**config.mk**
```make
export PLATFORM = sky130hd
export DESIGN_NAME = cam_search_ctrl
export DESIGN_NICKNAME = d
export VERILOG_FILES = /design/src/rtl/cam_search_ctrl.sv
export SDC_FILE = /design/constraint.sdc
export NUM_CORES = 1
export LEC_CHECK = 0
export CORE_ASPECT_RATIO = 0.6
export CORE_MARGIN = 2
export CORE_UTILIZATION = 42
export CTS_CLUSTER_DIAMETER = 200
export CTS_CLUSTER_SIZE = 8
export DETAILED_ROUTE_END_ITERATION = 10
export PLACE_DENSITY = 0.84
export SKIP_LAST_GASP = 1
export SLEW_MARGIN = 0
export SYNTH_ARGS = -nofsm -noshare
export SYNTH_HDL_FRONTEND = slang
export SYNTH_SLANG_ARGS = --single-unit
```
**constraint.sdc**
```tcl
create_clock -name i_clk -period 2.5 [get_ports i_clk]
set_clock_uncertainty 0.1 [all_clocks]
set_input_delay 0.5 -clock i_clk [delete_from_list [all_inputs] [get_ports i_clk]]
set_output_delay 0.5 -clock i_clk [all_outputs]
set_load 0.01 [all_outputs]
```
**src/rtl/cam_search_ctrl.sv**
```systemverilog
// CAM search controller: arbitrates writes against searches into an external CAM,
// then streams each search hit to a consumer with a ready/valid handshake.
`timescale 1ns/1ps
module cam_search_ctrl #(
  parameter int CAM_DW  = 32,
  parameter int CAM_MW  = 3,
  parameter int CAM_AW  = 8,
  parameter int TIMEOUT = 15
) (
  input  logic              i_clk,
  input  logic              i_rst_n,
  input  logic              i_wr_valid,
  output logic              o_wr_ready,
  input  logic [CAM_DW-1:0] i_wr_data,
  input  logic [CAM_AW-1:0] i_wr_addr,
  input  logic              i_srch_valid,
  output logic              o_srch_ready,
  input  logic [CAM_MW-1:0] i_srch_mask,
  input  logic [CAM_MW-1:0] i_srch_strb,
  output logic              o_res_valid,
  input  logic              i_res_ready,
  output logic [CAM_DW-1:0] o_res_data,
  output logic [CAM_AW-1:0] o_res_addr,
  output logic              o_srch_done,
  output logic [CAM_AW:0]   o_hit_cnt,
  output logic [CAM_DW-1:0] o_cam_data_in,
  output logic              o_cam_input_valid,
  output logic [CAM_AW-1:0] o_cam_addr_in,
  output logic [CAM_MW-1:0] o_cam_mask_in,
  output logic [CAM_MW-1:0] o_cam_mask_strb,
  output logic              o_cam_mask_en,
  output logic              o_cam_data_valid,
  input  logic [CAM_DW-1:0] i_cam_data_out,
  input  logic [CAM_AW-1:0] i_cam_addr_out,
  input  logic              i_cam_hit
);

  localparam int TW = (TIMEOUT < 1) ? 1 : $clog2(TIMEOUT + 1);

  typedef enum logic [2:0] {IDLE, WRITE, WAIT_HIT, PRESENT, ACK, DONE} state_t;

  state_t              r_state;
  logic                r_rr;
  logic [TW-1:0]       r_timer;
  logic [CAM_AW:0]     r_hit_cnt;
  logic                r_res_valid;
  logic [CAM_DW-1:0]   r_res_data;
  logic [CAM_AW-1:0]   r_res_addr;
  logic                r_srch_done;
  logic [CAM_DW-1:0]   r_cam_data_in;
  logic                r_cam_input_valid;
  logic [CAM_AW-1:0]   r_cam_addr_in;
  logic [CAM_MW-1:0]   r_cam_mask_in;
  logic [CAM_MW-1:0]   r_cam_mask_strb;
  logic                r_cam_mask_en;
  logic                r_cam_data_valid;

  logic w_idle;
  logic w_wr_go;
  logic w_srch_go;

  // r_rr low means the write side owns the next contested grant.
  assign w_idle       = (r_state == IDLE);
  assign o_wr_ready   = w_idle & (!i_srch_valid | !r_rr);
  assign o_srch_ready = w_idle & (!i_wr_valid | r_rr);
  assign w_wr_go      = i_wr_valid & o_wr_ready;
  assign w_srch_go    = i_srch_valid & o_srch_ready;

  assign o_res_valid       = r_res_valid;
  assign o_res_data        = r_res_data;
  assign o_res_addr        = r_res_addr;
  assign o_srch_done       = r_srch_done;
  assign o_hit_cnt         = r_hit_cnt;
  assign o_cam_data_in     = r_cam_data_in;
  assign o_cam_input_valid = r_cam_input_valid;
  assign o_cam_addr_in     = r_cam_addr_in;
  assign o_cam_mask_in     = r_cam_mask_in;
  assign o_cam_mask_strb   = r_cam_mask_strb;
  assign o_cam_mask_en     = r_cam_mask_en;
  assign o_cam_data_valid  = r_cam_data_valid;

  always_ff @(posedge i_clk or negedge i_rst_n) begin
    if (!i_rst_n) begin
      r_state           <= IDLE;
      r_rr              <= 1'b0;
      r_timer           <= '0;
      r_hit_cnt         <= '0;
      r_res_valid       <= 1'b0;
      r_res_data        <= '0;
      r_res_addr        <= '0;
      r_srch_done       <= 1'b0;
      r_cam_data_in     <= '0;
      r_cam_input_valid <= 1'b0;
      r_cam_addr_in     <= '0;
      r_cam_mask_in     <= '0;
      r_cam_mask_strb   <= '0;
      r_cam_mask_en     <= 1'b0;
      r_cam_data_valid  <= 1'b0;
    end else begin
      case (r_state)
        IDLE: begin
          if (w_wr_go) begin
            r_cam_addr_in     <= i_wr_addr;
            r_cam_data_in     <= i_wr_data;
            r_cam_input_valid <= 1'b1;
            r_rr              <= 1'b1;
            r_state           <= WRITE;
          end else if (w_srch_go) begin
            r_cam_mask_in   <= i_srch_mask;
            r_cam_mask_strb <= i_srch_strb;
            r_cam_mask_en   <= 1'b1;
            r_hit_cnt       <= '0;
            r_timer         <= '0;
            r_rr            <= 1'b0;
            r_state         <= WAIT_HIT;
          end
        end
        WRITE: begin
          r_cam_input_valid <= 1'b0;
          r_state           <= IDLE;
        end
        WAIT_HIT: begin
          if (i_cam_hit) begin
            r_res_data  <= i_cam_data_out;
            r_res_addr  <= i_cam_addr_out;
            r_res_valid <= 1'b1;
            r_state     <= PRESENT;
          end else if (r_timer == TW'(TIMEOUT)) begin
            r_cam_mask_en <= 1'b0;
            r_srch_done   <= 1'b1;
            r_state       <= DONE;
          end else begin
            r_timer <= r_timer + TW'(1);
          end
        end
        PRESENT: begin
          if (i_res_ready) begin
            r_res_valid      <= 1'b0;
            r_hit_cnt        <= r_hit_cnt + (CAM_AW + 1)'(1);
            r_cam_data_valid <= 1'b1;
            r_state          <= ACK;
          end
        end
        ACK: begin
          // The CAM is still popping this hit, so cam_hit is not trusted here.
          r_cam_data_valid <= 1'b0;
          if (r_hit_cnt[CAM_AW]) begin
            r_cam_mask_en <= 1'b0;
            r_srch_done   <= 1'b1;
            r_state       <= DONE;
          end else begin
            r_timer <= '0;
            r_state <= WAIT_HIT;
          end
        end
        DONE: begin
          r_srch_done <= 1'b0;
          r_state     <= IDLE;
        end
        default: r_state <= IDLE;
      endcase
    end
  end

endmodule

```
==> impl_metrics.toml <==
[place]
place_congestion = 0.832
dp_slack_ps = 101
placed_area_um2 = 6680
dp.cells = 658
io_buffers = 193
dpl.hpwl_um = 7900

[global_route]
grt_pass1_vias = 3430
grt_pass1_wl_um = 17600
grt_max_degree = 44
grt_usage = 0.187
antenna_found_initial = 0
overflow = 0

[timing]
final-setup-viol-count = 0
fin_setup_tns_ps = 0
slew-limit-headroom = 0.620
period_share = 0.911
rsz0062_at_grt = "no"
worstMarginPinSlew_ps = 570
fin_crit_ps = 2280
slew_violations = 0
hold_violations = 0
finalWorstSetupSlack_ps = 221
max_freq_mhz = 439

[pwr]
ir_worst_vdd_mv = 0.717
p_leak_nw = 3.06
swShare = 0.314
power.switching_mw = 2.67
p_seq_frac = 0.357
powerDensity_nw_per_um2 = 1220
p_clk_frac = 0.157
intPower_mw = 5.84
pwr-share-comb = 0.486

[worst_setup_path]
path_max_fanout = 3
required_ps = 1900
crit_arrival_ps = 1680
path_class = "reg -> out"
cp-start-kind = "register"
endpoint_kind = "primary output"

[synth]
muxShareOfSynthArea = 0.234
synth-adder-area-share = 0.00552
yosys_warnings = 0
synth.avg_cell_area_um2 = 13.9
synth-async-reset-ratio = 1.00
synth_top_family_by_area = "multiplexers"
netlist_area_um2 = 4530
synth-seq-cells = 108
synthCells = 327
synth-compound-area-share = 0.0527
synth_xor_area_frac = 0.00967
syn_nets = 421
synthFlopType = "dfrtp_1"
synth_cell_types = 39
synth_edf_count = 0
yosys.area_share.simple = 0.0754
ys_seq_area_frac = 0.597

[clock_network]
cts_max_level = 3
clk-insertion-delay-late_ps = 340
cts_made_buffers = 9
cts_root_buf = "clkbuf_16"
clock_path_buffers = 2
clkSinkCount = 108
cts_tree = "yes"
clkTransAtPathRegs_ps = 70

[job]
cap_violations = 0

[final_layout]
drive_above_1_share = 0.213
instances_no_fill = 674
diodes = 0
syn2layout_area_growth_pct = 53.6
final_core_util = 0.661
fin_nets = 624
nFillCells = 774
fin_area_um2 = 6960

[detailed_routing]
vias_per_cell = 4.92
wl_per_cell_um = 15.8
wl_um = 10700
route.detailed.drc = 0
drt_first_pass_iters = 4
first_iter_violations = 141
antenna_left = 0
vias = 3313

[run_status]
outcome = "completed"

[floorplanning]
die_w_um = 138
start_util = 0.431
rows = 29
core-area_um2 = 10500
num_io_pins = 194
die-height_um = 84.5
die_area_um2 = 11700

[worst_hold_path]
min_path_type = "in -> async"
cell families after synthesis:
kind of cell,count (synthesis)
AOI/OAI and AO/OA,39
xor gates and xnor gates,5
and+or+nand+nor,71
adders and majority gates,2
muxes,81
buffers and inverters,21
DFF,108
critical path, stage by stage, from the launching register on:
cell and delay, ps:
dfrtp_1 380, or3_4 400, a21oi_1 220, dlygate4sd2_1 330
final timing paths:
| path | from | end | slack, ps | cells after the start |
|---|---|---|---|---|
| setup reg to reg | r_state[2] | o_res_data[7] | 410 | 6 |
| hold reg to reg | o_cam_mask_strb[0] | o_cam_mask_strb[0] | 380 | 2 |
| setup / recovery | r_state[1] | o_srch_ready | 220 | 3 |
| max in group asynchronous | i_rst_n | o_res_data[18] | 1660 | 2 |
| min in group i_clk | o_cam_mask_strb[0] | o_cam_mask_strb[0] | 380 | 2 |
| hold / removal | i_rst_n | o_res_data[2] | 40 | 1 |
final cells by class:
type                       count  area (um2)  share of cell area
timing repair buffer         207        2070               0.298
multi-input combinational    198        1710               0.246
clock buffer                  11         243              0.0349
clock inverter                 5        36.3             0.00521
inverter                       6        22.5             0.00324
tap                          139         174              0.0250
sequential                   108        2700               0.388
synth_stat cells (2+ instances only):
master,count,share of area
nand2b_1,3,0.0041
inv_1,6,0.0050
nor3_1,2,0.0022
a31oi_1,5,0.0069
o22ai_1,2,0.0028
mux2_2,40,0.099
o31ai_1,2,0.0033
o21ai_0,12,0.013
or3_1,3,0.0041
dfrtp_1,108,0.60
clkbuf_1,4,0.0033
mux2_4,39,0.13
nor2_1,15,0.012
and2_1,2,0.0028
nand2_1,30,0.025
ha_1,2,0.0055
a21oi_1,11,0.012
mux2_1,2,0.0050
nand3_1,3,0.0033
buf_6,4,0.0099
nor4_1,2,0.0028
nand4_1,5,0.0069
buf_2,6,0.0066
xor2_1,4,0.0077
registers in the layout (all words and copies together) (netlist names):
signal             count
r_rr                   1
o_cam_data_valid       1
o_cam_mask_en          1
o_cam_mask_in          3
o_cam_input_valid      1
r_timer                4
o_hit_cnt              9
o_res_addr             8
o_srch_done            1
o_cam_data_in         32
o_res_data            32
o_res_valid            1
r_state                3
o_cam_addr_in          8
o_cam_mask_strb        3
layout by cell type (no fill, tap or decap), types with 2 or more instances in the layout:
master,Yosys,routed
a21oi_1,11,11
a31oi_1,5,5
buf_12,0,3
buf_4,1,12
clkbuf_16,0,9
clkdlybuf4s50_1,0,190
clkinvlp_4,0,3
dfrtp_1,108,108
ha_1,2,2
inv_1,6,6
mux2_1,2,2
mux2_2,40,40
mux2_4,39,39
nand2_1,30,30
nand2b_1,3,3
nand3_1,3,3
nand4_1,5,5
nor2_1,15,15
nor3_1,2,2
nor4_1,2,2
o21ai_0,12,12
o22ai_1,2,2
o31ai_1,2,2
or3_1,3,3
xor2_1,4,4
timing repair:
action	in CTS	in global routing
setup endpoints to repair	1	1
pin swaps	0	0
buffers inserted	0	0
hold buffers	0	0
gates resized for setup	1	1
per-stage QoR:
stage	power, mW	hold WS, ps
floorplan	5.10	104
global placement	7.11	359
detailed placement	7.24	362
CTS	8.61	58.1
global route	9.03	86.1
finish	8.51	44.2
routing by layer:
| metal | GRT usage | vias to the layer above | share of wire |
|---|---|---|---|
| met3 | 0.0656 | 11 | 0.080 |
| met2 | 0.291 | 150 | 0.45 |
| met4 | 0.0436 | 0 | 0.011 |
| li1 | - | 1556 | - |
| met5 | 0 | - | 0 |
| met1 | 0.257 | 1596 | 0.46 |
power groups by stage:
stage / clock network, mW / registers [mW] / logic (mW)
after global routing: 1.46 / 3.16 / 4.41
after floorplan: 0 / 3.37 / 1.72
after CTS: 1.37 / 3.05 / 4.19
after global placement: 0 / 3.02 / 4.08
final: 1.33 / 3.04 / 4.14
after detailed placement: 0 / 3.05 / 4.19
Power figures use the tool's default switching activity.
